[src/rtl/mcpu_alu_issuer.sv]
// Initiator side of the MCPU ALU interface: accepts an instruction, reads operands from a
// small register file, drives a combinational ALU, and writes the result back two edges later.
module mcpu_alu_issuer #(
    parameter int CMD_SIZE  = 2,
    parameter int WORD_SIZE = 8,
    parameter int ADDR_SIZE = 2
) (
    input  logic                 clk,
    input  logic                 rst_n,
    input  logic                 instr_valid,
    output logic                 instr_ready,
    input  logic [CMD_SIZE-1:0]  instr_cmd,
    input  logic [ADDR_SIZE-1:0] instr_rd,
    input  logic [ADDR_SIZE-1:0] instr_rs1,
    input  logic [ADDR_SIZE-1:0] instr_rs2,
    input  logic                 ld_en,
    input  logic [ADDR_SIZE-1:0] ld_addr,
    input  logic [WORD_SIZE-1:0] ld_data,
    output logic [CMD_SIZE-1:0]  alu_cmd,
    output logic [WORD_SIZE-1:0] alu_in1,
    output logic [WORD_SIZE-1:0] alu_in2,
    input  logic [WORD_SIZE-1:0] alu_out,
    input  logic                 alu_cf,
    output logic                 res_valid,
    output logic [WORD_SIZE-1:0] res_data,
    output logic                 res_cf
);

    // state   | meaning
    // IDLE    | ready for an instruction
    // ISSUE   | operands and opcode driven to the ALU
    // CAPTURE | ALU result written back on the edge leaving this state
    typedef enum logic [1:0] {
        S_IDLE    = 2'd0,
        S_ISSUE   = 2'd1,
        S_CAPTURE = 2'd2
    } state_t;

    localparam int NUM_REGS = 1 << ADDR_SIZE;
    localparam logic [CMD_SIZE-1:0] CMD_ADD = CMD_SIZE'(3);

    state_t state, state_nxt;
    logic   accept;
    logic   wb_en;

    logic [WORD_SIZE-1:0] regs [NUM_REGS];
    logic [ADDR_SIZE-1:0] rd_q;

    always_ff @(posedge clk or negedge rst_n) begin
        if (!rst_n) begin
            state <= S_IDLE;
        end else begin
            state <= state_nxt;
        end
    end

    always_comb begin
        state_nxt = state;
        case (state)
            S_IDLE:    if (accept) state_nxt = S_ISSUE;
            S_ISSUE:   state_nxt = S_CAPTURE;
            S_CAPTURE: state_nxt = S_IDLE;
            default:   state_nxt = S_IDLE;
        endcase
    end

    always_comb begin
        instr_ready = (state == S_IDLE);
        accept      = instr_ready && instr_valid;
        wb_en       = (state == S_CAPTURE);
    end

    // Operands are sampled from the pre-edge register contents, so a host load on the
    // accept edge is not visible to this instruction.
    always_ff @(posedge clk or negedge rst_n) begin
        if (!rst_n) begin
            alu_cmd <= '0;
            alu_in1 <= '0;
            alu_in2 <= '0;
            rd_q    <= '0;
        end else if (accept) begin
            alu_cmd <= instr_cmd;
            alu_in1 <= regs[instr_rs1];
            alu_in2 <= regs[instr_rs2];
            rd_q    <= instr_rd;
        end
    end

    // Writeback has priority over a host load to the same register on the same edge.
    always_ff @(posedge clk or negedge rst_n) begin
        if (!rst_n) begin
            for (int i = 0; i < NUM_REGS; i++) begin
                regs[i] <= '0;
            end
        end else begin
            for (int i = 0; i < NUM_REGS; i++) begin
                if (wb_en && (rd_q == ADDR_SIZE'(i))) begin
                    regs[i] <= alu_out;
                end else if (ld_en && (ld_addr == ADDR_SIZE'(i))) begin
                    regs[i] <= ld_data;
                end
            end
        end
    end

    always_ff @(posedge clk or negedge rst_n) begin
        if (!rst_n) begin
            res_valid <= 1'b0;
            res_data  <= '0;
            res_cf    <= 1'b0;
        end else begin
            res_valid <= wb_en;
            if (wb_en) begin
                res_data <= alu_out;
                res_cf   <= (alu_cmd == CMD_ADD) ? alu_cf : 1'b0;
            end
        end
    end

endmodule
[config.mk]
export PLATFORM = sky130hd
export DESIGN_NAME = mcpu_alu_issuer
export DESIGN_NICKNAME = d
export VERILOG_FILES = /design/src/rtl/mcpu_alu_issuer.sv
export SDC_FILE = /design/constraint.sdc
export NUM_CORES = 1
export LEC_CHECK = 0
export CAP_MARGIN = 25
export CORE_MARGIN = 3
export CORE_UTILIZATION = 52
export CTS_BUF_LIST = sky130_fd_sc_hd__clkbuf_16
export DETAILED_ROUTE_END_ITERATION = 12
export PLACE_DENSITY = 0.88
export SYNTH_ARGS = -nofsm -noshare
export SYNTH_HDL_FRONTEND = slang
export SYNTH_SLANG_ARGS = --single-unit
export TNS_END_PERCENT = 20
[constraint.sdc]
create_clock -name clk -period 1.72 [get_ports clk]
set_clock_uncertainty 0.15 [all_clocks]
set_input_delay 0.258 -clock clk [delete_from_list [all_inputs] [get_ports clk]]
set_output_delay 0.258 -clock clk [all_outputs]
set_load 0.02 [all_outputs]
### After elaboration in Yosys (flattened, before gate mapping)

Index checks and enable logic that the tools add are counted.

| storage, ports and cells | value |
|---|---|
| register bits after elaboration | 64 |
| bits in latches | 0 |
| RAM bits | 0 |
| ROM bits | 0 |
| input port bits | 31 |
| output and inout port bits | 29 |
| logic and storage cells | 59 |
| memories kept | 0 |

| cells by class | value |
|---|---|
| add/subtract/negate cells | 0 |
| $mul | 0 |
| divide/modulo/power cells | 0 |
| order comparisons | 2 |
| equality and inequality tests | 10 |
| shifts and indexed selects | 0 |
| mux-type cells | 17 |
| bitwise operators | 2 |
| reduce and logical (&&, ||, !) cells | 16 |

Operators with widths:

| cell | count |
|---|---|
| $mux 8 | 12 |
| $bmux 8 s2 | 2 |
| $eq 2x2->1 const B | 6 |
| $logic_and 1x1->1 | 9 |
| $reduce_bool 2->1 | 4 |
| $eq 2x1->1 const B | 3 |
| $ge 3x3->1 const B | 2 |
| $logic_not 2->1 | 3 |
| $not 2->3 | 2 |
| $pmux 2 s2 | 1 |
| $mux 2 | 1 |
| $ne 2x1->1 const B | 1 |
| $mux 1 | 1 |

### Longest topological paths before layout

Gate-level depths: netlist (run 1).

| logic depth | value |
|---|---|
| depth after elaboration | 4 |
| mapped depth | 4 |
| depth with buffers taken out | 3 |

### Least setup slack after synthesis (run 1)

No wires, ideal clock.

| path | value |
|---|---|
| kind | reg-to-reg |
| start point | register state[0] |
| end point | register alu_cmd[1] |
| setup time | 0.128 ns |
| arrival time | 1.288 ns |
| path slack | 0.154 ns |
| cell stages (with the launch flop) | 5 |
| path buffers | 1 |
| period minus slack after synthesis | 1.566 ns |
| cell sequence | dfrtp_1 -> nor2_2 -> nand2_1 -> buf_4 -> mux2_1 |

| between the ends | value |
|---|---|
| longest elaborated chain between the ends | 2 |

Ends and longest elaborated chain:

| what | line | source |
|---|---|---|
| start, declared | 42 | `state_t state, state_nxt;` |
| start signal, assigned | 53 | `state <= state_nxt;` |
| $logic_not 2->1 | 68 | `instr_ready = (state == S_IDLE);` |
| via instr_ready | 11 | `output logic instr_ready,` |
| $logic_and 1x1->1 | 69 | `accept = instr_ready && instr_valid;` |
| end signal, assigned | 82 | `alu_cmd <= instr_cmd;` |
| end, declared | 19 | `output logic [CMD_SIZE-1:0] alu_cmd,` |

The timed path passes the listed nets, and every way through them passes these cells.
A chain may end at the register's enable or synchronous reset.

### Worst setup path in the final report (run 1)

| path | value |
|---|---|
| start point | register alu_in2[3] |
| end point | output port alu_in2[3] |

RTL lines:

| what | line | source |
|---|---|---|
| start, declared | 21 | `output logic [WORD_SIZE-1:0] alu_in2,` |
| start signal, assigned | 84 | `alu_in2 <= regs[instr_rs2];` |

No word-level cell between the ends.

==> impl_results.md, run 1 <==
* Most common library cells after synthesis: 64 x sky130_fd_sc_hd__dfrtp_1, 32 x sky130_fd_sc_hd__mux2i_1, 26 x sky130_fd_sc_hd__nand2_1
* Final instance area at 0.00424 mm2
* Worst path slowest cell: sky130_fd_sc_hd__clkdlybuf4s50_1
* Leakage power summed over all cells at 2.01 nW
* Effective utilization at floorplan at 54.8%
* Number of detailed-route iterations in the first pass at 4
* Final weighted congestion of routability-driven global placement at 0.827
* Worst path depth at 1
* Vias in the first global route at 2462
* Most area-consuming cells after synthesis: sky130_fd_sc_hd__dfrtp_1 52%, sky130_fd_sc_hd__mux4_2 12%, sky130_fd_sc_hd__mux2i_1 10%
* DIE HEIGHT at 83.1 um
* Crit path launch type: flop
* Number of nets in the final layout at 346
* Synthesized netlist net count at 266
* F_max at 593 MHz
* Detailed-route DRC error count at 0
* Die area at 0.00691 mm2
* Flop and latch count out of synthesis at 64
* Worst Path Required at 1.31 ns
* Worst flop-to-flop path startpoint: state[0]
* Clock-pin slew on the worst setup and hold paths at 0.05 ns
* Cell area after technology mapping at 0.00309 mm2
* Synthesized area per cell at 13.2 um2
* Setup TNS at 0 ns
* First-pass GRT wire length at 12.3 mm
* Maximum capacitance violations at 0
* Number of buffer and inverter instances along the worst setup path at 1
* Count of flip-flops with a built-in enable after synthesis at 0
* Worst reg-to-reg path cell count at 4
* Total number of H-tree levels at 3
* Total wire length at 7.63 mm
* Worst Setup Slack post-DPL at -0.274 ns
* Critical path's largest stage delay at 0.61 ns
* Clock network latency to the later pin of the worst-skew pair at 0.32 ns
* Post-route non-filler standard cell count at 391
* Share of flip-flops with an asynchronous set or reset at 100%
* Die W at 83.1 um
* Vias per Instance at 5.87
* Root buf cell: sky130_fd_sc_hd__clkbuf_16
* Path type of the worst min-delay path: in -> async
* Critical R2R Capture: regs[21]
* GR Overflow Total at 0
* CP Data Arrival Time at 1.28 ns
* Library cell occupying the most area in the post-synthesis netlist: sky130_fd_sc_hd__dfrtp_1
* Count of port buffers added during placement at 59
* Worst path top cell family by delay: buffers and inverters
* Final WS setup at 0.0349 ns
* Total clock buffers created by CTS at 9
* Final Hold Viols at 0
* Setup slack of the worst register-to-register path at 0.09 ns
* Clock period minus final worst setup slack at 1.69 ns
* Number of vias after detailed routing at 2295
* Share of cells above drive strength 1 at 24.5%
* Std cell rows at 27
* Crit path max fanout at 2
* Clock tree from TritonCTS: done
* Sequence of cells on the critical path: clkdlybuf4s50_1
* Number of antenna violations at the first check in global routing at 0
* Final setup violation count at 0
* Starting DRT DRC Count at 150
* Area fraction of the dominant cell type after synthesis at 51.8%
* Half-perimeter wire length of the detailed placement result at 5.22 mm
* Max Slew Vio Count at 0
* Most instantiated flip-flop cell in the synthesis netlist: sky130_fd_sc_hd__dfrtp_1
* Count of distinct cell types in the synthesized netlist at 24
* Path type of the worst setup path: reg -> out
* Fin crit share at 98.0%
* Number of warnings issued by yosys at 0
* Post-synthesis sequential area ratio at 51.8%
* Maximum buffer depth of the clock tree at 2
* Most common cell in the netlist: sky130_fd_sc_hd__dfrtp_1
* Worst setup EP type: primary output
* Number of diodes added for antenna fixing at 0
* Power per cell area at 1550 mW/mm2
* Core area at 0.00564 mm2
* Area added between synthesis and finish at 37.1%
* Cell area after placement at 0.00393 mm2
* Slew HR at 74.7%
* Count of boundary I/O pins at 60
* Max VDD drop at 830 uV
* Unrepaired setup endpoints after global routing: false
* Outcome: complete, no violations
* Maximum number of pins on one net before global-route repair at 65
* Post-detailed-route wirelength per cell at 19.5 um
* Slew @ Worst Pin at 0.379 ns
* Fill cell total of the finished layout at 363
* Final ANT Viol Nets at 0
* Total global-route track usage at 23.1%
* CTS sink count at 64
* Worst hold slack after final layout at 0.319 ns
* Gate count after technology mapping at 235
* Inst Count DP at 375
## where the power goes
group	internal, W	total [W]	switching, W	leakage (nW)
sequential	0.00213	0.00259	0.000455	0.761
combinational	0.00127	0.00227	0.000992	1.10
clock	0.00109	0.00170	0.000610	0.144
total	0.00450	0.00656	0.00206	2.01
## final cells by class
type	instances	area [um2]	share of cell area (%)
timing repair buffer	83	866	20.4
sequential	64	1600	37.8
tap	72	90.1	2.12
inverter	2	7.51	0.177
clock inverter	6	52.6	1.24
multi-input combinational	155	1400	33.0
clock buffer	9	225	5.31
## cell usage in the layout (no fill, tap or decap)
cell type and count:
sky130_fd_sc_hd__dfrtp_1 64, sky130_fd_sc_hd__clkdlybuf4s50_1 46, sky130_fd_sc_hd__mux2i_1 32, sky130_fd_sc_hd__nand2_1 26
sky130_fd_sc_hd__o21ai_0 23, sky130_fd_sc_hd__mux2_2 21, sky130_fd_sc_hd__buf_4 17, sky130_fd_sc_hd__mux4_2 16
sky130_fd_sc_hd__dlymetal6s2s_1 10, sky130_fd_sc_hd__clkbuf_16 9, sky130_fd_sc_hd__nor2_1 8, sky130_fd_sc_hd__a21oi_1 8
sky130_fd_sc_hd__mux2_1 7, sky130_fd_sc_hd__buf_12 6, sky130_fd_sc_hd__inv_1 3, sky130_fd_sc_hd__clkinv_2 3
sky130_fd_sc_hd__nand3_1 2, sky130_fd_sc_hd__and4bb_2 2, sky130_fd_sc_hd__nand3b_1 2, sky130_fd_sc_hd__o21ai_1 2
sky130_fd_sc_hd__dlygate4sd2_1 2, sky130_fd_sc_hd__nor2_2 1, sky130_fd_sc_hd__nand2b_1 1, sky130_fd_sc_hd__nand4b_1 1
sky130_fd_sc_hd__nor4b_4 1, sky130_fd_sc_hd__or3b_1 1, sky130_fd_sc_hd__nor2b_1 1, sky130_fd_sc_hd__bufinv_16 1
sky130_fd_sc_hd__clkinv_1 1, sky130_fd_sc_hd__dlygate4sd3_1 1, sky130_fd_sc_hd__buf_2 1
## sequential cells by signal, summed over array words and instances (netlist names)
name / flops
regs: 32
alu_in1: 8
alu_in2: 8
res_data: 8
alu_cmd: 2
rd_q: 2
state: 2
res_cf: 1
res_valid: 1
## metal layers
| layer | vias to the layer above | GRT usage, % | part of all wire (%) |
|---|---|---|---|
| met5 | - | 0 | 0 |
| met4 | 0 | 12.9 | 2.1 |
| met3 | 11 | 5.16 | 6.5 |
| met2 | 98 | 39.1 | 53 |
| met1 | 1166 | 27.1 | 38 |
| li1 | 1020 | - | - |
## stage by stage
| stage | total power, W | util (%) |
|---|---|---|
| after CTS | 0.00662 | 74.7 |
| final | 0.00656 | 75.2 |
| after floorplan | 0.00380 | - |
| after global placement | 0.00473 | 69.7 |
| after global routing | 0.00686 | 75.2 |
| after detailed placement | 0.00489 | 69.7 |
## worst max-delay path by stage
stage          slack (ns)          from     endpoint
6_report             0.03    alu_in2[3]   alu_in2[3]
5_1_grt             0.003   res_data[2]  res_data[2]
4_1_cts             0.002    alu_in1[1]   alu_in1[1]
3_5_place_dp        -0.27  instr_rs1[0]   alu_in1[6]
3_3_place_gp        -0.25  instr_rs2[0]   alu_in2[7]
2_1_floorplan        0.15      state[0]   alu_cmd[1]
## kinds of logic after synthesis
| family | synth area share (%) |
|---|---|
| compound gates | 5.34 |
| buf+inv | 2.99 |
| flops | 51.8 |
| mux | 32.2 |
| simple gates | 7.69 |
## repair_timing
| action | 4_1_cts | 5_1_grt |
|---|---|---|
| hold endpoints to repair | 64 | 0 |
| hold buffers | 1 | 0 |
| gates cloned | 0 | 0 |
| gates resized for setup | 2 | 10 |
| endpoints found under the setup margin | 2 | 10 |
| setup buffers | 0 | 0 |
Note: power is estimated with default switching activity, not from simulation.
==> run 2, diff against run 1 <==
--- a/config.mk
+++ b/config.mk
@@ -6,6 +6,7 @@
 export NUM_CORES = 1
 export LEC_CHECK = 0
 export CAP_MARGIN = 25
+export CORE_ASPECT_RATIO = 2
 export CORE_MARGIN = 3
 export CORE_UTILIZATION = 52
 export CTS_BUF_LIST = sky130_fd_sc_hd__clkbuf_16
==> impl_results.md, run 2 (same netlist as run 1, synthesis figures left out) <==
* Path type of the worst setup path: reg -> out
* Die area at 0.00697 mm2
* Path type of the worst min-delay path: in -> async
* Worst flop-to-flop path startpoint: state[0]
* Clock tree from TritonCTS: done
* Fill cell total of the finished layout at 394
* Leakage power summed over all cells at 2.02 nW
* Setup slack of the worst register-to-register path at 0.22 ns
* Maximum number of pins on one net before global-route repair at 38
* Switching power share of the total at 30.7%
* Worst Path Required at 1.31 ns
* Effective utilization at floorplan at 53.7%
* DIE HEIGHT at 115 um
* Clock-pin slew on the worst setup and hold paths at 0.05 ns
* Final setup violation count at 0
* Number of diodes added for antenna fixing at 0
* Core area at 0.00576 mm2
* Internal Dissipation at 0.00449 W
* Post-detailed-route wirelength per cell at 18.1 um
* Clock network latency to the later pin of the worst-skew pair at 0.33 ns
* Crit path max fanout at 2
* F_max at 588 MHz
* Half-perimeter wire length of the detailed placement result at 4.98 mm
* Vias per Instance at 5.79
* Critical R2R Capture: regs[20]
* Maximum capacitance violations at 0
* Max VDD drop at 854 uV
* Post-route non-filler standard cell count at 378
* Final weighted congestion of routability-driven global placement at 0.799
* Total wire length at 6.86 mm
* Inst Count DP at 361
* Net Switching at 0.00199 W
* Count of port buffers added during placement at 59
* Slew HR at 68.0%
* Area added between synthesis and finish at 37.2%
* Final Hold Viols at 0
* Worst path top cell family by delay: buffers and inverters
* Outcome: complete, no violations
* Register with the highest flop count: regs
* Max Slew Vio Count at 0
* Share of power burned in the clock network at 26.1%
* Worst reg-to-reg path cell count at 3
* Detailed-route DRC error count at 0
* Vias in the first global route at 2395
* Fin crit share at 98.9%
* Core Util, Final at 73.7%
* Reg power frac at 39.8%
* Clock period minus final worst setup slack at 1.70 ns
* Crit path launch type: flop
* Total clock buffers created by CTS at 9
* Share of cells above drive strength 1 at 23.3%
* Unrepaired setup endpoints after global routing: false
* Top library cells by usage in the layout, fill and taps aside: 64 x sky130_fd_sc_hd__dfrtp_1, 44 x sky130_fd_sc_hd__clkdlybuf4s50_1, 32 x sky130_fd_sc_hd__mux2i_1, 26 x sky130_fd_sc_hd__nand2_1, 23 x sky130_fd_sc_hd__o21ai_0
* Cell area after placement at 0.00393 mm2
* Total global-route track usage at 22.5%
* Worst path slowest cell: sky130_fd_sc_hd__clkdlybuf4s50_1
* Final instance area at 0.00424 mm2
* Starting DRT DRC Count at 79
* Part of the power in combinational logic at 34.1%
* Number of nets in the final layout at 343
* Number of buffer and inverter instances along the worst setup path at 1
* Critical path's largest stage delay at 0.61 ns
* Maximum buffer depth of the clock tree at 2
* Number of vias after detailed routing at 2189
* Number of flip-flops in the largest register at 32
* CTS sink count at 64
* GR Overflow Total at 0
* Slew @ Worst Pin at 0.479 ns
* Power per cell area at 1530 mW/mm2
* Sequence of cells on the critical path: clkdlybuf4s50_1
* Root buf cell: sky130_fd_sc_hd__clkbuf_16
* Worst setup EP type: primary output
* Number of detailed-route iterations in the first pass at 4
* Count of boundary I/O pins at 60
* First-pass GRT wire length at 11.4 mm
* Total number of H-tree levels at 3
* Final ANT Viol Nets at 0
* CP Data Arrival Time at 1.29 ns
* Commonest non-fill, non-tap cell in the layout: sky130_fd_sc_hd__dfrtp_1
* Die W at 60.5 um
* Std cell rows at 39
* Number of antenna violations at the first check in global routing at 0
## run 2: changes by cell type in the layout (fill, tap and decap cells not counted)
| cell | delta |
|---|---|
| sky130_fd_sc_hd__clkdlybuf4s50_1 | -2 |
| sky130_fd_sc_hd__clkinv_1 | +1 |
| sky130_fd_sc_hd__clkinv_2 | -1 |
| sky130_fd_sc_hd__inv_1 | +1 |
| sky130_fd_sc_hd__dlygate4sd2_1 | +2 |
| sky130_fd_sc_hd__buf_12 | +3 |
| sky130_fd_sc_hd__buf_4 | -6 |
## run 2: repair_timing
action	4_1_cts	5_1_grt
setup endpoints to repair	4	10
gates resized for setup	4	10
hold endpoints to repair	18	0
pin swaps	0	0
buffers inserted	0	0
hold buffers	1	0
## run 2: power groups by stage
stage	combinational (W)	sequential (W)	clock [W]
6_report	0.00221	0.00258	0.00169
4_1_cts	0.00226	0.00257	0.00172
3_3_place_gp	0.00219	0.00253	0
2_1_floorplan	0.000970	0.00283	0
5_1_grt	0.00239	0.00266	0.00179
3_5_place_dp	0.00226	0.00258	0
## run 2: how the worst max path moves through the flow
stage	from	endpoint	slack, ns	depth (start not counted)
3_3_place_gp	instr_rs1[0]	alu_in1[3]	-0.24	4
5_1_grt	alu_in2[0]	alu_in2[0]	0.0001	1
3_5_place_dp	instr_rs1[0]	alu_in1[6]	-0.26	4
4_1_cts	alu_cmd[0]	alu_cmd[0]	0.0003	1
6_report	res_data[6]	res_data[6]	0.02	1
2_1_floorplan	state[0]	alu_cmd[1]	0.15	4
## run 2: layout make-up
type                       instances  area (um2)  share of cell area, %
clock buffer                       9         225                   5.31
multi-input combinational        155        1400                   33.0
timing repair buffer              80         878                   20.7
clock inverter                     7        55.1                   1.30
tap                               61        76.3                   1.80
inverter                           2        7.51                  0.177
sequential                        64        1600                   37.7
## run 2: stage by stage
| step | hold slack, ns | power (W) | TNS, ns | setup slack [ns] |
|---|---|---|---|---|
| final | 0.286 | 0.00648 | 0 | 0.0191 |
| after global routing | 0.320 | 0.00684 | 0 | 0.000143 |
| after CTS | 0.276 | 0.00655 | 0 | 0.000325 |
| after detailed placement | 0.0981 | 0.00484 | -4.48 | -0.261 |
| after global placement | 0.0841 | 0.00473 | -3.95 | -0.241 |
| after floorplan | -0.188 | 0.00380 | 0 | 0.154 |
## run 2: routing by layer
metal / vias up / wire length [um] / global-route usage [%] / share of wire (%)
li1: 1017 / - / - / -
met4: 0 / 165 / 11.6 / 2.4
met1: 1101 / 2540 / 25.5 / 37
met5: - / 0 / 0 / 0
met2: 58 / 3870 / 37.6 / 56
met3: 13 / 276 / 6.40 / 4.0
==> run 3, diff against run 2 <==
--- a/config.mk
+++ b/config.mk
@@ -7,7 +7,6 @@
 export LEC_CHECK = 0
 export CAP_MARGIN = 25
 export CORE_ASPECT_RATIO = 2
-export CORE_MARGIN = 3
 export CORE_UTILIZATION = 52
 export CTS_BUF_LIST = sky130_fd_sc_hd__clkbuf_16
 export DETAILED_ROUTE_END_ITERATION = 12
==> impl_results.md, run 3 (same netlist as run 1, synthesis figures left out) <==
* Outcome: complete, no violations
* Power per cell area at 1510 mW/mm2
* Maximum capacitance violations at 0
* Fill cell total of the finished layout at 367
* Number of detailed-route iterations in the first pass at 4
* Leakage power summed over all cells at 1.96 nW
* Number of diodes added for antenna fixing at 0
* Post-route non-filler standard cell count at 374
* Half-perimeter wire length of the detailed placement result at 4.90 mm
* Count of boundary I/O pins at 60
* Post-detailed-route wirelength per cell at 18.4 um
* Critical R2R Capture: regs[21]
* Worst setup EP type: primary output
* Worst reg-to-reg path cell count at 3
* Top library cells by usage in the layout, fill and taps aside: 64 x sky130_fd_sc_hd__dfrtp_1, 48 x sky130_fd_sc_hd__clkdlybuf4s50_1, 32 x sky130_fd_sc_hd__mux2i_1, 26 x sky130_fd_sc_hd__nand2_1, 23 x sky130_fd_sc_hd__o21ai_0
* Register cell area after layout at 0.00160 mm2
* Register with the highest flop count: regs
* DIE HEIGHT at 111 um
* Clock network latency to the later pin of the worst-skew pair at 0.33 ns
* Final weighted congestion of routability-driven global placement at 0.855
* Die W at 56.5 um
* Slew HR at 75.4%
* Worst Setup Slack post-DPL at -0.242 ns
* Unrepaired setup endpoints after global routing: false
* Final Hold Viols at 0
* First-pass GRT wire length at 11.5 mm
* Total area of multi-input combinational cells at 0.00140 mm2
* Path type of the worst setup path: reg -> out
* Final ANT Viol Nets at 0
* Slew @ Worst Pin at 0.369 ns
* Number of nets in the final layout at 342
* Clock tree from TritonCTS: done
* Final setup violation count at 0
* Final WS setup at 0.0293 ns
* Fin crit share at 98.3%
* Core area at 0.00571 mm2
* Worst Path Required at 1.31 ns
* Max VDD drop at 1200 uV
* Worst path slowest cell: sky130_fd_sc_hd__clkdlybuf4s50_1
* Detailed-route DRC error count at 0
* Commonest non-fill, non-tap cell in the layout: sky130_fd_sc_hd__dfrtp_1
* Crit path launch type: flop
* Total clock buffers created by CTS at 9
* Critical path's largest stage delay at 0.61 ns
* Maximum buffer depth of the clock tree at 2
* Worst path top cell family by delay: buffers and inverters
* Total wire length at 6.89 mm
* Inst Count DP at 360
* Clock-pin slew on the worst setup and hold paths at 0.05 ns
* Root buf cell: sky130_fd_sc_hd__clkbuf_16
* Crit path max fanout at 2
* CTS sink count at 64
* Area added between synthesis and finish at 35.5%
* CP Data Arrival Time at 1.28 ns
* Setup slack of the worst register-to-register path at 0.17 ns
* Number of buffers added for setup after CTS at 0
* Max Slew Vio Count at 0
* Sequence of cells on the critical path: clkdlybuf4s50_1
* Worst hold slack after final layout at 0.249 ns
* Clock period minus final worst setup slack at 1.69 ns
* Std cell rows at 39
* Count of port buffers added during placement at 59
* Number of antenna violations at the first check in global routing at 0
* Total global-route track usage at 24.7%
* Vias in the first global route at 2362
* F_max at 591 MHz
* GR Overflow Total at 0
* Vias per Instance at 5.92
* Effective utilization at floorplan at 54.2%
* Number of buffer and inverter instances along the worst setup path at 1
* Starting DRT DRC Count at 90
* Maximum number of pins on one net before global-route repair at 51
* Die area at 0.00628 mm2
* Total number of H-tree levels at 3
* Share of cells above drive strength 1 at 22.7%
* Number of flip-flops in the largest register at 32
* Number of vias after detailed routing at 2214
* Path type of the worst min-delay path: in -> async
* Worst flop-to-flop path startpoint: state[0]
run 3: cell type report:
type | instances | area share, %
sequential | 64 | 38.2
multi-input combinational | 155 | 33.4
timing repair buffer | 79 | 20.6
clock buffer | 9 | 5.37
tap | 61 | 1.82
clock inverter | 4 | 0.388
inverter | 2 | 0.179
run 3: through the flow:
step	util (%)	TNS [ns]	total power, W	instance area [um2]
5_1_grt	73.4	0	0.00665	4190
3_5_place_dp	68.7	-4.36	0.00484	3930
3_3_place_gp	68.7	-4.08	0.00471	3930
2_1_floorplan	-	0	0.00380	3090
6_report	73.4	0	0.00632	4190
4_1_cts	73.1	0	0.00638	4170
run 3: worst max-delay path by stage:
| stage | cells past startpoint | slack (ns) | start | to |
|---|---|---|---|---|
| 3_5_place_dp | 4 | -0.24 | instr_rs1[0] | alu_in1[6] |
| 6_report | 1 | 0.03 | res_cf | res_cf |
| 4_1_cts | 1 | 0.004 | alu_in2[3] | alu_in2[3] |
| 5_1_grt | 1 | 0.0007 | res_data[0] | res_data[0] |
| 2_1_floorplan | 4 | 0.15 | state[0] | alu_cmd[1] |
| 3_3_place_gp | 4 | -0.24 | instr_rs1[0] | alu_in1[7] |
run 3: report_power, final:
group	switching, W	internal [W]
Combinational	0.000956	0.00128
Clock	0.000576	0.000927
Sequential	0.000452	0.00214
Total	0.00198	0.00434
run 3: timing repair:
| item | in CTS | in global routing |
|---|---|---|
| setup endpoints to repair | 3 | 7 |
| gates cloned | 0 | 0 |
| hold endpoints to repair | 14 | 0 |
| hold buffers | 1 | 0 |
| resized for setup | 3 | 7 |
run 3: metal layers:
layer	up-vias	wire [um]	part of all wire, %	track usage (%)
met5	-	0	0	0
met4	0	230	3.3	13.2
met3	20	202	2.9	4.90
met2	56	3880	56	42.8
met1	1132	2580	37	27.9
li1	1006	-	-	-
